`config.mk`:
```
export PLATFORM = sky130hd
export DESIGN_NAME = lieat_sram_rd_arbiter
export DESIGN_NICKNAME = d
export VERILOG_FILES = /design/src/rtl/lieat_arb_pkg.sv /design/src/rtl/lieat_rr_arb2.sv /design/src/rtl/lieat_sram_rd_arbiter.sv
export SDC_FILE = /design/constraint.sdc
export NUM_CORES = 1
export LEC_CHECK = 0
export BUFFER_PORTS_ARGS = -buffer_cell sky130_fd_sc_hd__buf_2
export CAP_MARGIN = 25
export CELL_PAD_IN_SITES_DETAIL_PLACEMENT = 0
export CELL_PAD_IN_SITES_GLOBAL_PLACEMENT = 2
export CORE_UTILIZATION = 19
export DETAILED_ROUTE_END_ITERATION = 16
export PLACE_DENSITY_LB_ADDON = 0.25
export SYNTH_ARGS = -nofsm -noshare
export SYNTH_HDL_FRONTEND = slang
export SYNTH_SLANG_ARGS = --single-unit
```
`constraint.sdc`:
```
create_clock -name clock -period 3.5 [get_ports clock]
set_input_delay 0.525 -clock clock [delete_from_list [all_inputs] [get_ports clock]]
set_output_delay 0.525 -clock clock [all_outputs]
set_load 0.005 [all_outputs]
```
`src/rtl/lieat_arb_pkg.sv`:
```
// Shared encodings for the SRAM read arbiter.
// Feature macro LIEAT_ARB_LSU_PRIO_EN selects fixed LSU priority.
package lieat_arb_pkg;

    typedef enum logic [1:0] {
        ARB_IDLE = 2'd0,
        ARB_ADDR = 2'd1,
        ARB_DATA = 2'd2
    } arb_state_e;

    localparam logic ARB_ID_IFU = 1'b0;
    localparam logic ARB_ID_LSU = 1'b1;

endpackage

```
`src/rtl/lieat_rr_arb2.sv`:
```
// Two-way request picker with a 1-bit round-robin pointer.
// With LIEAT_ARB_LSU_PRIO_EN the LSU always wins and no pointer is kept.
module lieat_rr_arb2
    import lieat_arb_pkg::*;
(
    input  logic       clock,
    input  logic       reset,
    input  logic [1:0] req,
    input  logic       advance,
    input  logic       adv_id,
    output logic [1:0] gnt
);

`ifdef LIEAT_ARB_LSU_PRIO_EN

    wire unused_ok = ^{clock, reset, advance, adv_id};

    always_comb begin
        gnt = req;
        if (req[ARB_ID_LSU]) gnt = 2'b10;
    end

`else

    logic ptr_q;
    logic ptr_d;

    // After a completed read the other master becomes preferred.
    always_comb begin
        ptr_d = ptr_q;
        if (advance) ptr_d = ~adv_id;
    end

    always_ff @(posedge clock) begin
        if (reset) ptr_q <= ARB_ID_IFU;
        else       ptr_q <= ptr_d;
    end

    always_comb begin
        gnt = req;
        if (&req) gnt = ptr_q ? 2'b10 : 2'b01;
    end

`endif

endmodule

```
`src/rtl/lieat_sram_rd_arbiter.sv`:
```
// Serialises IFU/LSU AXI reads onto the single SRAM AR/R port.
// LIEAT_ARB_LSU_PRIO_EN: fixed LSU priority instead of round-robin.
module lieat_sram_rd_arbiter
    import lieat_arb_pkg::*;
#(
    parameter int ADDR_W = 32,
    parameter int DATA_W = 64,
    parameter int ID_W   = 4
) (
    input  logic              clock,
    input  logic              reset,
    input  logic              m0_arvalid,
    output logic              m0_arready,
    input  logic [ADDR_W-1:0] m0_araddr,
    input  logic [2:0]        m0_arsize,
    output logic              m0_rvalid,
    input  logic              m0_rready,
    output logic [DATA_W-1:0] m0_rdata,
    input  logic              m1_arvalid,
    output logic              m1_arready,
    input  logic [ADDR_W-1:0] m1_araddr,
    input  logic [2:0]        m1_arsize,
    output logic              m1_rvalid,
    input  logic              m1_rready,
    output logic [DATA_W-1:0] m1_rdata,
    output logic              s_arvalid,
    input  logic              s_arready,
    output logic [ADDR_W-1:0] s_araddr,
    output logic [2:0]        s_arsize,
    output logic [ID_W-1:0]   s_arid,
    input  logic              s_rvalid,
    output logic              s_rready,
    input  logic [DATA_W-1:0] s_rdata
);

    arb_state_e        state_q, state_d;
    logic              grant_q, grant_d;
    logic [ADDR_W-1:0] addr_q, addr_d;
    logic [2:0]        size_q, size_d;
    logic [1:0]        req;
    logic [1:0]        gnt;
    logic              advance;
    logic              in_idle, in_addr, in_data;

    // Outputs are gated by reset so nothing handshakes while it is held.
    assign in_idle = !reset && (state_q == ARB_IDLE);
    assign in_addr = !reset && (state_q == ARB_ADDR);
    assign in_data = !reset && (state_q == ARB_DATA);

    assign req = {m1_arvalid, m0_arvalid} & {2{in_idle}};

    lieat_rr_arb2 u_pick (
        .clock   (clock),
        .reset   (reset),
        .req     (req),
        .advance (advance),
        .adv_id  (grant_q),
        .gnt     (gnt)
    );

    always_comb begin
        state_d    = state_q;
        grant_d    = grant_q;
        addr_d     = addr_q;
        size_d     = size_q;
        advance    = 1'b0;
        m0_arready = gnt[ARB_ID_IFU];
        m1_arready = gnt[ARB_ID_LSU];
        s_arvalid  = in_addr;
        s_rready   = in_data & (grant_q ? m1_rready : m0_rready);
        m0_rvalid  = in_data & s_rvalid & (grant_q == ARB_ID_IFU);
        m1_rvalid  = in_data & s_rvalid & (grant_q == ARB_ID_LSU);
        unique case (state_q)
            ARB_IDLE: begin
                if (|gnt) begin
                    grant_d = gnt[ARB_ID_LSU];
                    addr_d  = gnt[ARB_ID_LSU] ? m1_araddr : m0_araddr;
                    size_d  = gnt[ARB_ID_LSU] ? m1_arsize : m0_arsize;
                    state_d = ARB_ADDR;
                end
            end
            ARB_ADDR: begin
                if (s_arready) state_d = ARB_DATA;
            end
            ARB_DATA: begin
                if (s_rvalid && s_rready) begin
                    advance = 1'b1;
                    state_d = ARB_IDLE;
                end
            end
            default: state_d = ARB_IDLE;
        endcase
    end

    always_ff @(posedge clock) begin
        if (reset) begin
            state_q <= ARB_IDLE;
            grant_q <= ARB_ID_IFU;
            addr_q  <= '0;
            size_q  <= '0;
        end else begin
            state_q <= state_d;
            grant_q <= grant_d;
            addr_q  <= addr_d;
            size_q  <= size_d;
        end
    end

    assign s_araddr = addr_q;
    assign s_arsize = size_q;
    assign s_arid   = ID_W'(grant_q);
    assign m0_rdata = s_rdata;
    assign m1_rdata = s_rdata;

endmodule

```
# --- After elaboration in Yosys (flattened, before gate mapping) ---
# Index checks and enable logic that the tools add are counted.
word_totals:
  register_bits: 39
  input_bits: 142
  output_inout_bits: 173
  word_cells: 37
op_classes:
  reduce_logical: 10
  bitwise_logic: 6
  mux: 11
  eq_ne: 5
ops:
  columns: ["operator", "count"]
  rows:
  - ["32-bit two-way mux", 1]
  - ["2-bit two-way mux", 5]
  - ["2-bit case mux with 3 select lines", 1]
  - ["1-bit bitwise AND", 4]
  - ["1-bit logical AND", 4]
  - ["2-bit by 1-bit inequality test with 1-bit output, second input constant", 2]
  - ["2-bit AND reduction", 2]
  - ["1-bit two-way mux", 3]
  - ["3-bit two-way mux", 1]
  - ["3-bit AND reduction", 1]
  - ["2-bit bitwise AND", 1]
  - ["2-bit by 1-bit == test with 1-bit output, second input constant", 1]
  - ["2-bit == test, second input constant", 1]
  - ["2-bit zero test", 1]
  - ["2-bit inequality test, second input constant", 1]
  - ["2-bit OR reduction", 1]
  - ["1-bit zero test", 1]
  - ["1-bit NOT", 1]

# --- Logic depth before layout (Yosys ltp) ---
depth:
  depth_word: 8
  mapped_depth: 7
  mapped_depth_nobuf: 3

# --- Hierarchy ---
# From an unflattened synthesis, not the netlist that was laid out.
hier_totals:
  hier_cells: 326
  hier_area_um2: 3020.4
modules_own_cells:
  columns: ["module", "instances", "cells_each", "seq_area_each_um2", "area_per_inst_um2"]
  rows:
  - ["lieat_sram_rd_arbiter", 1, 320, 760.7, 2965.3]
  - ["lieat_rr_arb2", 1, 6, 20.0, 55.1]

# --- Worst setup path after synthesis ---
# No wires, ideal clock.
synth_path:
  path_type: "input -> output"
  start: "input reset"
  end: "output m1_arready"
  arrival_time_ns: 1.436
  cell_stages: 5
  n_path_buf: 3
  required_ns: 2.975
  slack_ns: 1.539
  path_cell_list: "clkbuf_1 -> nor3_1 -> buf_2 -> buf_2 -> nor3b_1"
synth_via:
  elab_chain_cells: 5
synth_rtl:
  columns: ["element", "line", "text"]
  rows:
  - ["from (decl)", "lieat_sram_rd_arbiter.sv:11", "input logic reset,"]
  - ["1-bit zero test (*)", "lieat_sram_rd_arbiter.sv:46", "assign in_idle = !reset && (state_q == ARB_IDLE);"]
  - ["1-bit logical AND (*)", "lieat_sram_rd_arbiter.sv:46", null]
  - ["2-bit bitwise AND (*)", "lieat_sram_rd_arbiter.sv:50", "assign req = {m1_arvalid, m0_arvalid} & {2{in_idle}};"]
  - ["2-bit AND reduction", "lieat_rr_arb2.sv:41", "if (&req) gnt = ptr_q ? 2'b10 : 2'b01;"]
  - ["2-bit two-way mux (*)", "lieat_rr_arb2.sv:41", null]
  - ["to (decl)", "lieat_sram_rd_arbiter.sv:20", "output logic m1_arready,"]
# Mark *: on every way between the ends. The rest lies on a longest branch, timed or not.

# --- Worst setup path in the final report ---
# Same ends and word-level chain as after synthesis.

==> flow_summary_export.csv <==
group,metric,value,unit
logic_synthesis,avgSynthCellArea,8.639,um2
worst_setup_path,path_class,"input port to output port",
logic_synthesis,synthArstFlopShare,0,%
die,fp-row-count,47,
die,coreArea,16640,um2
clocking,post-cts-setup-buffers,0,
clocking,root_buffer,"clkbuf_16",
pwr,leakage,1.197,nW
logic_synthesis,synth_compound_area_share,35.38,%
sta,rsz0062_at_grt,"false",
layout,final_cell_mix,"119 x buf_2, 38 x a21oi_1, 38 x dfxtp_1",
detailed_routing,vias,2510,
pwr,intPower,880.6,uW
logic_synthesis,ys.flop_type,"dfxtp_1",
global_route,antenna_found_initial,0,
sta,period_share,63.37,%
pwr,ir_worst_vdd,179.6,uV
clocking,clk_path_buf_depth,2,
layout,antenna_cells,0,
placed_design,dp.cells,560,
pwr,clock_power_share,35.9,%
sta,clock.fmax,450.9,MHz
worst_setup_path,startpoint_type,"input port",
clocking,clock_latency,290,ps
clocking,cts_buffers,5,
logic_synthesis,ys_warn_count,0,
layout,layoutNonFillerInstCount,568,
worst_setup_path,crit_path_cell_trace,"buf_2 > nor3_2 > buf_4 > nor3b_1 > buf_2",
clocking,htree_num_levels,2,
global_route,grt_first_pass_wirelength,16660,um
die,io_pins,315,
pwr,total_power,1.276,mW
sta,fin_crit,2218,ps
worst_setup_path,path_max_fanout,23,
sta,finClkSkew,6.143,ps
worst_setup_path,slowest_delay,310,ps
pwr,comb_power_share,23.9,%
job,maxCapViolations,0,
run_status,outcome,"completed",
layout,layout-drive-gt1-share,49.43,%
logic_synthesis,synth-seq-area-share,23.97,%
sta,tightest_slew,727.5,ps
pwr,power_density,400.8,nW/um2
global_route,grt_overflow,0,
logic_synthesis,synth_xor_area_share,0,%
die,die_h,132.9,um
clocking,cts_tree,"built",
hold_path,hp-class,"input port to flop",
detailed_routing,wl_per_cell,20.32,um
placed_design,gp_congestion,0.7097,
detailed_routing,first_iter_violations,169,
layout,area_growth,-2.228,%
placed_design,place_ws,1176,ps
placed_design,dp_hpwl,8650,um
worst_setup_path,slowest_stage,"buf_4",
global_route,grt.total_usage,12.67,%
clocking,cts_sinks,39,
die,die_area,17670,um2
die,start_util,19.57,%
detailed_routing,drc,0,
global_route,grt_pass1_vias,2583,
logic_synthesis,postSynthCellCount,377,
worst_setup_path,cpMostUsedCell,"buf_2",
placed_design,portBuffers,119,
sta,tns,0,ps
logic_synthesis,synthAdderAreaFrac,0,%
worst_setup_path,cp.arrival,1690,ps
sta,fin_ws,1282,ps
logic_synthesis,synth_top_family_by_area,"buffers and inverters",
clocking,clkTransAtPathRegs,60,ps
clocking,hold_buffers,0,
sta,setup_viol,0,
detailed_routing,first_pass_iters,5,
detailed_routing,finalWirelength,11540,um
layout,final_nets,489,
sta,hold_viol_final,0,
logic_synthesis,synth-seq-cells,39,
logic_synthesis,ys_types,29,
placed_design,dpl-instance-area,3039,um2
detailed_routing,vias_per_cell,4.419,
worst_setup_path,end_kind,"output port",
pwr,p_sw_share,31.01,%
clocking,post_cts_resized,0,
logic_synthesis,synth_edf_count,0,
sta,slew_headroom,51.43,%
logic_synthesis,synth_area,3257,um2
pwr,pwr-share-seq,40.1,%
logic_synthesis,synth.area.mux_share,0.3073,%
global_route,grt_start_max_net_pins,39,
layout,final_common_cell,"buf_2",
layout,final_area,3184,um2
worst_setup_path,cp.required,2970,ps
die,die_x,132.9,um
detailed_routing,ant_nets,0,
logic_synthesis,yosys.area_share.simple,3.534,%
sta,final-max-slew-violation-count,0,
pwr,netSwitchingPower,395.8,uW
[kinds of logic after synthesis]
kind of cell / Yosys count
AO/OA/AOI/OAI: 147
buffers and inverters: 172
flip-flops: 39
multiplexers: 1
other: 1
AND/OR/NAND/NOR: 17
[metal layers]
layer  track usage (%)  share of wire [%]  up-vias
li1                  -                  -     1174
met4             2.810                1.1        0
met5                 0                  0        -
met1             13.92                 37     1152
met3             4.981                 11       17
met2             22.77                 50      167
[worst max-delay path: cells and delay by family]
| kind | cells | cell delay [ps] |
|---|---|---|
| buffers and inverters | 3 | 730 |
| AND/OR/NAND/NOR | 2 | 420 |
[power by group through the flow]
| stage | sequential, mW | clock, mW | combinational (mW) |
|---|---|---|---|
| floorplan | 0.518 | 0 | 0.305 |
| global placement | 0.525 | 0 | 0.311 |
| detailed placement | 0.523 | 0 | 0.312 |
| CTS | 0.514 | 0.470 | 0.312 |
| global route | 0.518 | 0.488 | 0.335 |
| finish | 0.512 | 0.459 | 0.305 |
[state kept, by name, indices dropped and copies added (netlist names)]
signal	flops
grant_q	1
s_araddr	32
s_arsize	3
state_q	2
u_pick.ptr_q	1
[cell usage after synthesis (all sizes together) (2+ instances only)]
library cell  count  area, um2
nor2b             3      18.77
nor3b             3      22.52
inv               4      15.01
dfxtp            39      780.8
a311oi           35      494.2
a21oi            38      190.2
and2              2      15.02
and3              2      12.51
clkbuf           21      78.83
o21ai            36      180.2
o211ai           35      262.8
a2111oi           2      17.52
buf             147       1101
[layout make-up]
class,count,area (um2)
Multi-Input combinational cell,168,1296
Tap cell,220,275.3
Timing Repair Buffer,129,670.6
Clock inverter,3,20.02
Inverter,4,15.01
Fill cell,1876,13460
Sequential cell,39,782.0
Clock buffer,5,125.1
[through the flow]
step                      hold WS, ps  utilization (%)
after floorplan                 497.9                -
final                           481.4            19.13
after global placement          509.6            18.26
after global routing            484.3            19.13
after detailed placement        517.6            18.26
after CTS                       474.1            19.13
[path summary, 6_finish.rpt]
check,start,to,slack (ps),cells past startpoint
worst max-delay path,reset,m1_arready,1280,5
worst min-delay path,s_arready,state_q[0],480,2
worst max register to register,state_q[1],s_araddr[27],1640,4
worst min register to register,s_araddr[8],s_araddr[8],530,2
No activity file was read; power rests on OpenSTA's default activity.
